===== src/rtl/vec_sweep_capture.sv =====
// vec_sweep_capture: clocked self-test sequencer for a 4-input combinational
// circuit. It steps {a,b,c,d} through 0..15 and holds each vector for SETTLE
// cycles. It then samples the circuit output once per vector and builds a
// 16-bit truth-table signature. The signature is scored against EXPECTED.
module vec_sweep_capture #(
  parameter int          SETTLE   = 2,
  parameter logic [15:0] EXPECTED = 16'hE111
) (
  input  logic        clk,
  input  logic        rst,
  input  logic        start,
  output logic [3:0]  vec_out,
  input  logic        dut_o,
  output logic        busy,
  output logic        done,
  output logic [15:0] result,
  output logic        pass,
  output logic [4:0]  mismatch_cnt,
  output logic [3:0]  first_fail
);

  typedef enum logic [1:0] {
    S_IDLE   = 2'd0,
    S_SETTLE = 2'd1,
    S_SAMPLE = 2'd2,
    S_DONE   = 2'd3
  } state_t;

  // Counter reload value: the counter runs SETTLE-1 down to 0, so a vector
  // occupies SETTLE cycles of SETTLE plus one cycle of SAMPLE.
  localparam logic [3:0] CNT_LOAD = 4'(SETTLE - 1);

  state_t      state_q, state_d;
  logic [3:0]  vec_q, vec_d;
  logic [3:0]  cnt_q, cnt_d;
  logic        busy_q, busy_d;
  logic        done_q, done_d;
  logic [15:0] result_q, result_d;
  logic        pass_q, pass_d;
  logic [4:0]  mm_q, mm_d;
  logic [3:0]  ff_q, ff_d;

  // The sample differs from the golden bit for the vector currently applied.
  logic        miss;
  assign miss = dut_o ^ EXPECTED[vec_q];

  // State register and datapath registers; reset takes priority over start.
  always_ff @(posedge clk) begin
    if (rst) begin
      state_q  <= S_IDLE;
      vec_q    <= 4'd0;
      cnt_q    <= 4'd0;
      busy_q   <= 1'b0;
      done_q   <= 1'b0;
      result_q <= 16'h0000;
      pass_q   <= 1'b0;
      mm_q     <= 5'd0;
      ff_q     <= 4'd0;
    end else begin
      state_q  <= state_d;
      vec_q    <= vec_d;
      cnt_q    <= cnt_d;
      busy_q   <= busy_d;
      done_q   <= done_d;
      result_q <= result_d;
      pass_q   <= pass_d;
      mm_q     <= mm_d;
      ff_q     <= ff_d;
    end
  end

  // Next-state logic: a start is accepted only when no sweep is running.
  always_comb begin
    state_d = state_q;
    case (state_q)
      S_IDLE, S_DONE: if (start) state_d = S_SETTLE;
      S_SETTLE:       if (cnt_q == 4'd0) state_d = S_SAMPLE;
      S_SAMPLE:       state_d = (vec_q == 4'd15) ? S_DONE : S_SETTLE;
      default:        state_d = S_IDLE;
    endcase
  end

  // Output and datapath updates. The first miss is detected because the
  // mismatch count is still zero when it occurs.
  always_comb begin
    vec_d    = vec_q;
    cnt_d    = cnt_q;
    busy_d   = busy_q;
    done_d   = done_q;
    result_d = result_q;
    pass_d   = pass_q;
    mm_d     = mm_q;
    ff_d     = ff_q;
    case (state_q)
      S_IDLE, S_DONE: begin
        if (start) begin
          vec_d    = 4'd0;
          cnt_d    = CNT_LOAD;
          busy_d   = 1'b1;
          done_d   = 1'b0;
          result_d = 16'h0000;
          pass_d   = 1'b0;
          mm_d     = 5'd0;
          ff_d     = 4'd0;
        end
      end
      S_SETTLE: begin
        if (cnt_q != 4'd0) cnt_d = cnt_q - 4'd1;
      end
      S_SAMPLE: begin
        result_d[vec_q] = dut_o;
        if (miss) begin
          mm_d = mm_q + 5'd1;
          if (mm_q == 5'd0) ff_d = vec_q;
        end
        if (vec_q == 4'd15) begin
          busy_d = 1'b0;
          done_d = 1'b1;
          pass_d = (mm_d == 5'd0);
        end else begin
          vec_d = vec_q + 4'd1;
          cnt_d = CNT_LOAD;
        end
      end
      default: ;
    endcase
  end

  assign vec_out      = vec_q;
  assign busy         = busy_q;
  assign done         = done_q;
  assign result       = result_q;
  assign pass         = pass_q;
  assign mismatch_cnt = mm_q;
  assign first_fail   = ff_q;

endmodule


===== config.mk =====
export PLATFORM = sky130hd
export DESIGN_NAME = vec_sweep_capture
export DESIGN_NICKNAME = d
export VERILOG_FILES = /design/src/rtl/vec_sweep_capture.sv
export SDC_FILE = /design/constraint.sdc
export NUM_CORES = 1
export LEC_CHECK = 0
export BUFFER_PORTS_ARGS = -buffer_cell sky130_fd_sc_hd__buf_2
export CORE_MARGIN = 2
export CORE_UTILIZATION = 50
export DETAILED_ROUTE_END_ITERATION = 10
export PLACE_DENSITY = 0.75
export SYNTH_ARGS = -nofsm -noshare
export SYNTH_HDL_FRONTEND = slang
export SYNTH_SLANG_ARGS = --single-unit

===== constraint.sdc =====
create_clock -name clk -period 1.85 [get_ports clk]
set_clock_uncertainty 0.2 [all_clocks]
set_input_delay 0.0925 -clock clk [delete_from_list [all_inputs] [get_ports clk]]
set_output_delay 0.0925 -clock clk [all_outputs]
set_load 0.02 [all_outputs]

==> run summary, run 1 <==
Gate power share: 27.7%
# clock sinks: 39
WL final: 5200 um
Max-Cap Viols: 0
Post-synth cell types: 50
NetSw: 662 uW
Buf/Inv on CP: 1
Final slew viol count: 0
Root Buffer: clkbuf_8
TritonCTS clock tree: built
Nets: 309
Dpl hpwl: 3690 um
RSZ-0062 raised after global routing: yes
Crit path DAT: 1.89 ns
CP Capture Type: register
DR pass1 iterations: 4
Vias in the first global route: 1743
P per Cell Area: 769 nW/um^2
Top-Level Pins: 36
Initial DRC count: 175
Ys Warns: 0
Pint: 1.35 mW
Total global routing overflow: 0
Layout cell share with drive strength beyond 1: 31.3%
Die width: 69.0 um
Crit path required time: 1.88 ns
CTS buffer count: 5
Post-synth ARST share: 0%
DRC: 0
Synthesized net count: 263
Hold slack final: 0.0487 ns
CP max stage delay: 0.40 ns
Num rows: 23
Max Freq: 0.538 GHz
Clk_lat worst skew: 0.29 ns
Crit path max fanout: 5
DR WL/cell: 15.1 um
Slowest-stage cell, CP: mux2_2
FILL cells: 373
I/O Buffers: 35
Crit path launch type: register
Gp weighted congestion: 0.844
Sw Ratio: 32.8%
#FFs+latches synth: 39
GRT Total Usage: 22.3%
Leakage power: 1.02 nW
Post-layout util: 65.1%
Slew HR: 74.9%
Design area: 2620 um^2
Post-DP Area: 2400 um^2
Vias/cell: 5.76
Syn_area_per_cell: 8.55 um^2
Slew at the pin with the worst max-slew slack: 0.374 ns
Die height: 69.0 um
Mapped Area: 2110 um^2
Worst Slack Setup Final: -0.00950 ns
Tcrit/Tclk final: 101%
First-pass GRT wire length: 7890 um
Initial Utilization: 52.4%
Fin crit period: 1.86 ns
Largest net degree at the start of global routing: 25
Antenna viol nets, final: 0
Worst-path clk slew: 0.08 ns
P&R area growth vs syn: 24.1%
Hold Vio Cnt, Final: 0
Delay-heaviest family, CP: multiplexers
Core area: 4030 um^2
Sequential share of power: 44.1%
Die Area: 4760 um^2
Critical Setup Path Class: register to register
Final setup viols: 1
Mapped Cells: 247
Initial antenna violation count: 0
Clock Power Share: 28.2%
Register area share after synthesis: 37.0%
Area share of the largest cell type after synthesis: 37.0%
# diodes: 0
Worst VDD drop: 0.000481 V
Max Buffers Root-to-Sink: 2
Dominant synthesized flop cell: dfxtp_1
Synth area leaders: dfxtp_1 (37%), a21oi_1 (7.3%), ha_1 (7.1%)
Via count: 1981
Worst path cell trace: inv_2 -> ha_4 -> mux2_2 -> nand4_1 -> a31oi_2 -> nor2_2 -> xnor2_1
Area leader, netlist: dfxtp_1
# H-tree levels: 2
Status: finished with violations
Failing checks: setup timing
Tightest Hold Check Type: primary input to register
Number of enable flip-flop cells after synthesis: 0
[area by class of cell]
class                           instances  area, um^2  share of cell area, %
Multi-Input combinational cell        183        1320                   50.5
Sequential cell                        39         786                   30.0
Timing Repair Buffer                   54         327                   12.5
Clock buffer                            6        72.6                   2.77
Tap cell                               50        62.6                   2.39
Inverter                               10        37.5                   1.43
Clock inverter                          2        12.5                  0.477
[what timing repair did]
| item | in CTS | in global routing |
|---|---|---|
| pin swaps | 0 | 7 |
| hold buffers | 2 | 0 |
| cloned | 0 | 1 |
| setup endpoints to repair | 1 | 21 |
| resized for setup | 0 | 20 |
| hold endpoints to repair | 7 | 0 |
| buffers inserted | 0 | 2 |
[sequential cells by signal, summed over array words and instances, names as in the netlist, 2 cells and up, named ones only]
signal	count
first_fail	4
vec_out	4
mismatch_cnt	5
cnt_q	4
state_q	2
result	16
[layer usage]
metal  global-route usage [%]  vias to the layer above  part of all wire (%)
li1                         -                      991                     -
met4                     5.88                        0                   1.1
met2                     38.7                       46                    50
met5                        0                        -                     0
met1                     27.6                      939                    44
met3                     5.36                        5                   4.5
[power by group through the flow]
| stage | combinational, mW | sequential (mW) | clock [mW] |
|---|---|---|---|
| after global placement | 0.469 | 0.907 | 0 |
| after detailed placement | 0.484 | 0.909 | 0 |
| after CTS | 0.490 | 0.889 | 0.579 |
| after global routing | 0.610 | 0.894 | 0.618 |
| after floorplan | 0.362 | 0.915 | 0 |
| final | 0.559 | 0.889 | 0.568 |
[metrics by stage]
step | power [mW] | cells | setup TNS, ns | setup slack [ns]
3_5_place_dp | 1.39 | 331 | 0 | 0.00188
5_1_grt | 2.12 | 344 | -0.300 | -0.0656
2_1_floorplan | 1.28 | 247 | -0.0727 | -0.0727
3_3_place_gp | 1.38 | 331 | 0 | 0.0513
4_1_cts | 1.96 | 341 | -0.00563 | -0.00563
6_report | 2.02 | 344 | -0.00950 | -0.00950
[synthesized netlist by cell type, types with 3 or more instances]
library cell   n
o21ai_0        4
xor2_1         3
nand3b_1       3
nor3_1         4
inv_1         10
a211oi_1       4
clkbuf_1       3
nand4_1       15
nor2_1        17
ha_1          12
o311ai_1       4
buf_2          7
nand3_1        8
nand2_1       16
dfxtp_1       39
nand2b_1       7
a21oi_1       31
buf_1          3
o211ai_1      11
or3_1          4
nor2b_1        6
[kinds of logic (layout without fill, tap and decap cells)]
group	after synthesis	in the layout	share of synthesized area (%)
AOI/OAI and AO/OA	69	69	22.0
xor gates and xnor gates	6	6	2.84
adders and majority gates	12	12	7.11
buffers and inverters	26	72	5.75
DFF	39	39	37.0
muxes	2	3	1.18
and+or+nand+nor	93	93	24.1
[cells in the final DEF, fill, tap and decap left out, drive strengths merged, types with 2 or more instances in the layout]
master / Yosys / layout
o311ai: 4 / 4
inv: 10 / 10
or3: 4 / 4
dlygate4sd3: 0 / 2
nand2b: 7 / 7
xnor2: 2 / 2
clkbuf: 3 / 6
mux2: 1 / 2
a21oi: 33 / 33
nor3: 5 / 5
nor2: 18 / 18
o21ai: 7 / 7
xor2: 4 / 4
ha: 12 / 12
a31oi: 2 / 2
a211oi: 4 / 4
nand3: 8 / 8
nor4: 2 / 2
nand2: 17 / 17
dfxtp: 39 / 39
nor2b: 6 / 6
nand4: 15 / 15
o211ai: 11 / 11
nor3b: 2 / 2
buf: 13 / 52
a2bb2oi: 2 / 2
nand3b: 3 / 3
[path summary, 6_finish.rpt]
kind                               startpoint             to  slack (ns)  cells past startpoint
worst max-delay path               state_q[0]       register       -0.01                      7
worst min-delay path                    start     vec_out[2]        0.05                      4
worst max register to register     state_q[0]       register       -0.01                      7
worst min register to register  first_fail[2]  first_fail[2]        0.27                      2
[tightest hold or removal path: stages]
cell and delay [ns]:
buf_2 0.15, nand3b_1 0.11, nand2b_1 0.10, nor3_2 0.05
(Power assumes the default switching activity.)
==> run 2, diff against run 1 <==
--- a/config.mk
+++ b/config.mk
@@ -6,6 +6,7 @@
 export NUM_CORES = 1
 export LEC_CHECK = 0
 export BUFFER_PORTS_ARGS = -buffer_cell sky130_fd_sc_hd__buf_2
+export CORE_ASPECT_RATIO = 2
 export CORE_MARGIN = 2
 export CORE_UTILIZATION = 50
 export DETAILED_ROUTE_END_ITERATION = 10
==> run summary, run 2 (synthesized netlist as in run 1, its figures left out) <==
RSZ-0062 raised after global routing: yes
Layout cell share with drive strength beyond 1: 35.1% (+3.8 points)
Top-Level Pins: 36 (unchanged)
Root Buffer: clkbuf_8
Dpl hpwl: 3840 um (+3.9%)
# clock sinks: 39 (unchanged)
Status: finished with violations
Initial antenna violation count: 0 (unchanged)
Slowest-stage cell, CP: dfxtp_2
CP Capture Type: register
Tcrit/Tclk final: 103% (+2.1 points)
GRT Total Usage: 23.2% (+0.84 points)
Worst-path clk slew: 0.09 ns (about the same)
Buf/Inv on CP: 2 (+1)
Hold Vio Cnt, Final: 0 (unchanged)
Antenna viol nets, final: 0 (unchanged)
Max-Cap Viols: 0 (unchanged)
Vias/cell: 5.81 (+0.97%)
I/O Buffers: 35 (unchanged)
Leakage power: 1.08 nW (+6.6%)
CTS buffer count: 5 (unchanged)
Hold slack final: 0.0720 ns (+0.0233 ns)
Clk_lat worst skew: 0.30 ns (about the same)
Failing checks: setup timing
P per Cell Area: 814 nW/um^2 (+5.8%)
Crit path DAT: 1.90 ns (about the same)
Die Area: 4790 um^2 (+0.66%)
# H-tree levels: 2 (unchanged)
Vias in the first global route: 1970 (+13%)
Nets: 314 (+1.6%)
DR WL/cell: 15.7 um (+3.9%)
Max Freq: 0.527 GHz (-2.1%)
Final slew viol count: 0 (unchanged)
Worst Slack Setup Final: -0.0490 ns (-0.0395 ns)
Commonest cells after routing, fill and taps aside: dfxtp_1 (35), buf_2 (35), a21oi_1 (25)
Initial DRC count: 79 (-55%)
Worst path cell trace: inv_2 -> ha_4 -> mux2i_4 -> buf_6 -> nand2_4 -> a31oi_4 -> nor2_2 -> xnor2_1
Core area: 4090 um^2 (+1.5%)
Post-layout util: 67.3% (+2.2 points)
Largest net degree at the start of global routing: 20 (-20%)
DR pass1 iterations: 4 (unchanged)
WL final: 5510 um (+6.0%)
Fin crit period: 1.90 ns (+0.0395 ns)
Max FFs per register: 16 (unchanged)
Max Buffers Root-to-Sink: 2 (unchanged)
Delay-heaviest family, CP: flip-flops
Slew HR: 72.7% (-2.2 points)
Num rows: 33 (+43%)
First-pass GRT wire length: 8540 um (+8.2%)
Crit path required time: 1.85 ns (-0.03 ns)
Die height: 95.9 um (+39%)
Slew at the pin with the worst max-slew slack: 0.410 ns (+0.0361 ns)
Via count: 2041 (+3.0%)
Die width: 50.0 um (-28%)
Worst VDD drop: 0.000771 V (+60%)
DRC: 0 (unchanged)
CP max stage delay: 0.34 ns (-0.06 ns)
Critical Setup Path Class: register to register
Crit path max fanout: 8 (+3)
# diodes: 0 (unchanged)
TritonCTS clock tree: built
FILL cells: 343 (-8.0%)
Final setup viols: 2 (+1)
P&R area growth vs syn: 30.3%
Gp weighted congestion: 0.831 (-1.6%)
Total global routing overflow: 0 (unchanged)
Tightest Hold Check Type: primary input to register
Crit path launch type: register
Initial Utilization: 51.7% (-0.75 points)
## run 2: cell types whose count changed in the layout (fill, tap and decap cells not counted), moves of 2 or more
cell      before  now
nand2b_4       0    3
nand2_1       15   12
nand2b_1       7    4
nor4_1         2    0
a21oi_2        5    7
buf_4         16   20
a21oi_1       27   25
nand2_2        1    3
nor4_2         0    2
## run 2: area by class of cell
cell class | instances | area [um^2] | area share [%]
Clock buffer | 5 | 68.8 | 2.50
Clock inverter | 3 | 43.8 | 1.59
Inverter | 10 | 37.5 | 1.36
Multi-Input combinational cell | 183 | 1380 | 50.3
Sequential cell | 39 | 786 | 28.6
Tap cell | 52 | 65.1 | 2.36
Timing Repair Buffer | 59 | 368 | 13.4
## run 2: path summary, 6_finish.rpt
path	slack (ns)	end	depth (start not counted)	startpoint
min reg2reg	0.26	done	2	done
min	0.07	vec_out[2]	4	start
max reg2reg	-0.05	register	8	state_q[0]
max	-0.05	register	8	state_q[0]
## run 2: report_power, final
group          total [mW]  switching, mW  internal [mW]
sequential          0.890         0.0229          0.867
combinational       0.614          0.354          0.261
clock               0.734          0.333          0.402
total                2.24          0.709           1.53
## run 2: timing repair
item,CTS,global route
hold buffers,2,0
pin swaps,1,13
gates resized for setup,2,29
cloned,0,1
setup buffers,2,1
hold endpoints to repair,8,0
setup endpoints to repair,8,31
## run 2: worst min-delay path, stage by stage
cell      delay (ns)
buf_2           0.17
nand3b_1        0.12
nand2b_1        0.10
nor3_2          0.05
## run 2: per-stage QoR
step | TNS (ns) | std cells | cell area, um^2 | setup WS [ns] | power [mW]
detailed placement | -0.0567 | 337 | 2430 | -0.0479 | 1.39
finish | -0.0638 | 351 | 2750 | -0.0490 | 2.24
CTS | -0.0288 | 349 | 2590 | -0.0148 | 2.13
global placement | -0.0224 | 337 | 2430 | -0.0224 | 1.39
global route | -0.320 | 351 | 2750 | -0.119 | 2.35
floorplan | -0.0727 | 247 | 2140 | -0.0727 | 1.28
## run 2: per-layer routing
layer	track usage (%)	routed length (um)
met5	0	0
met4	13.0	181
met3	4.35	226
met2	46.2	3150
met1	20.9	1950
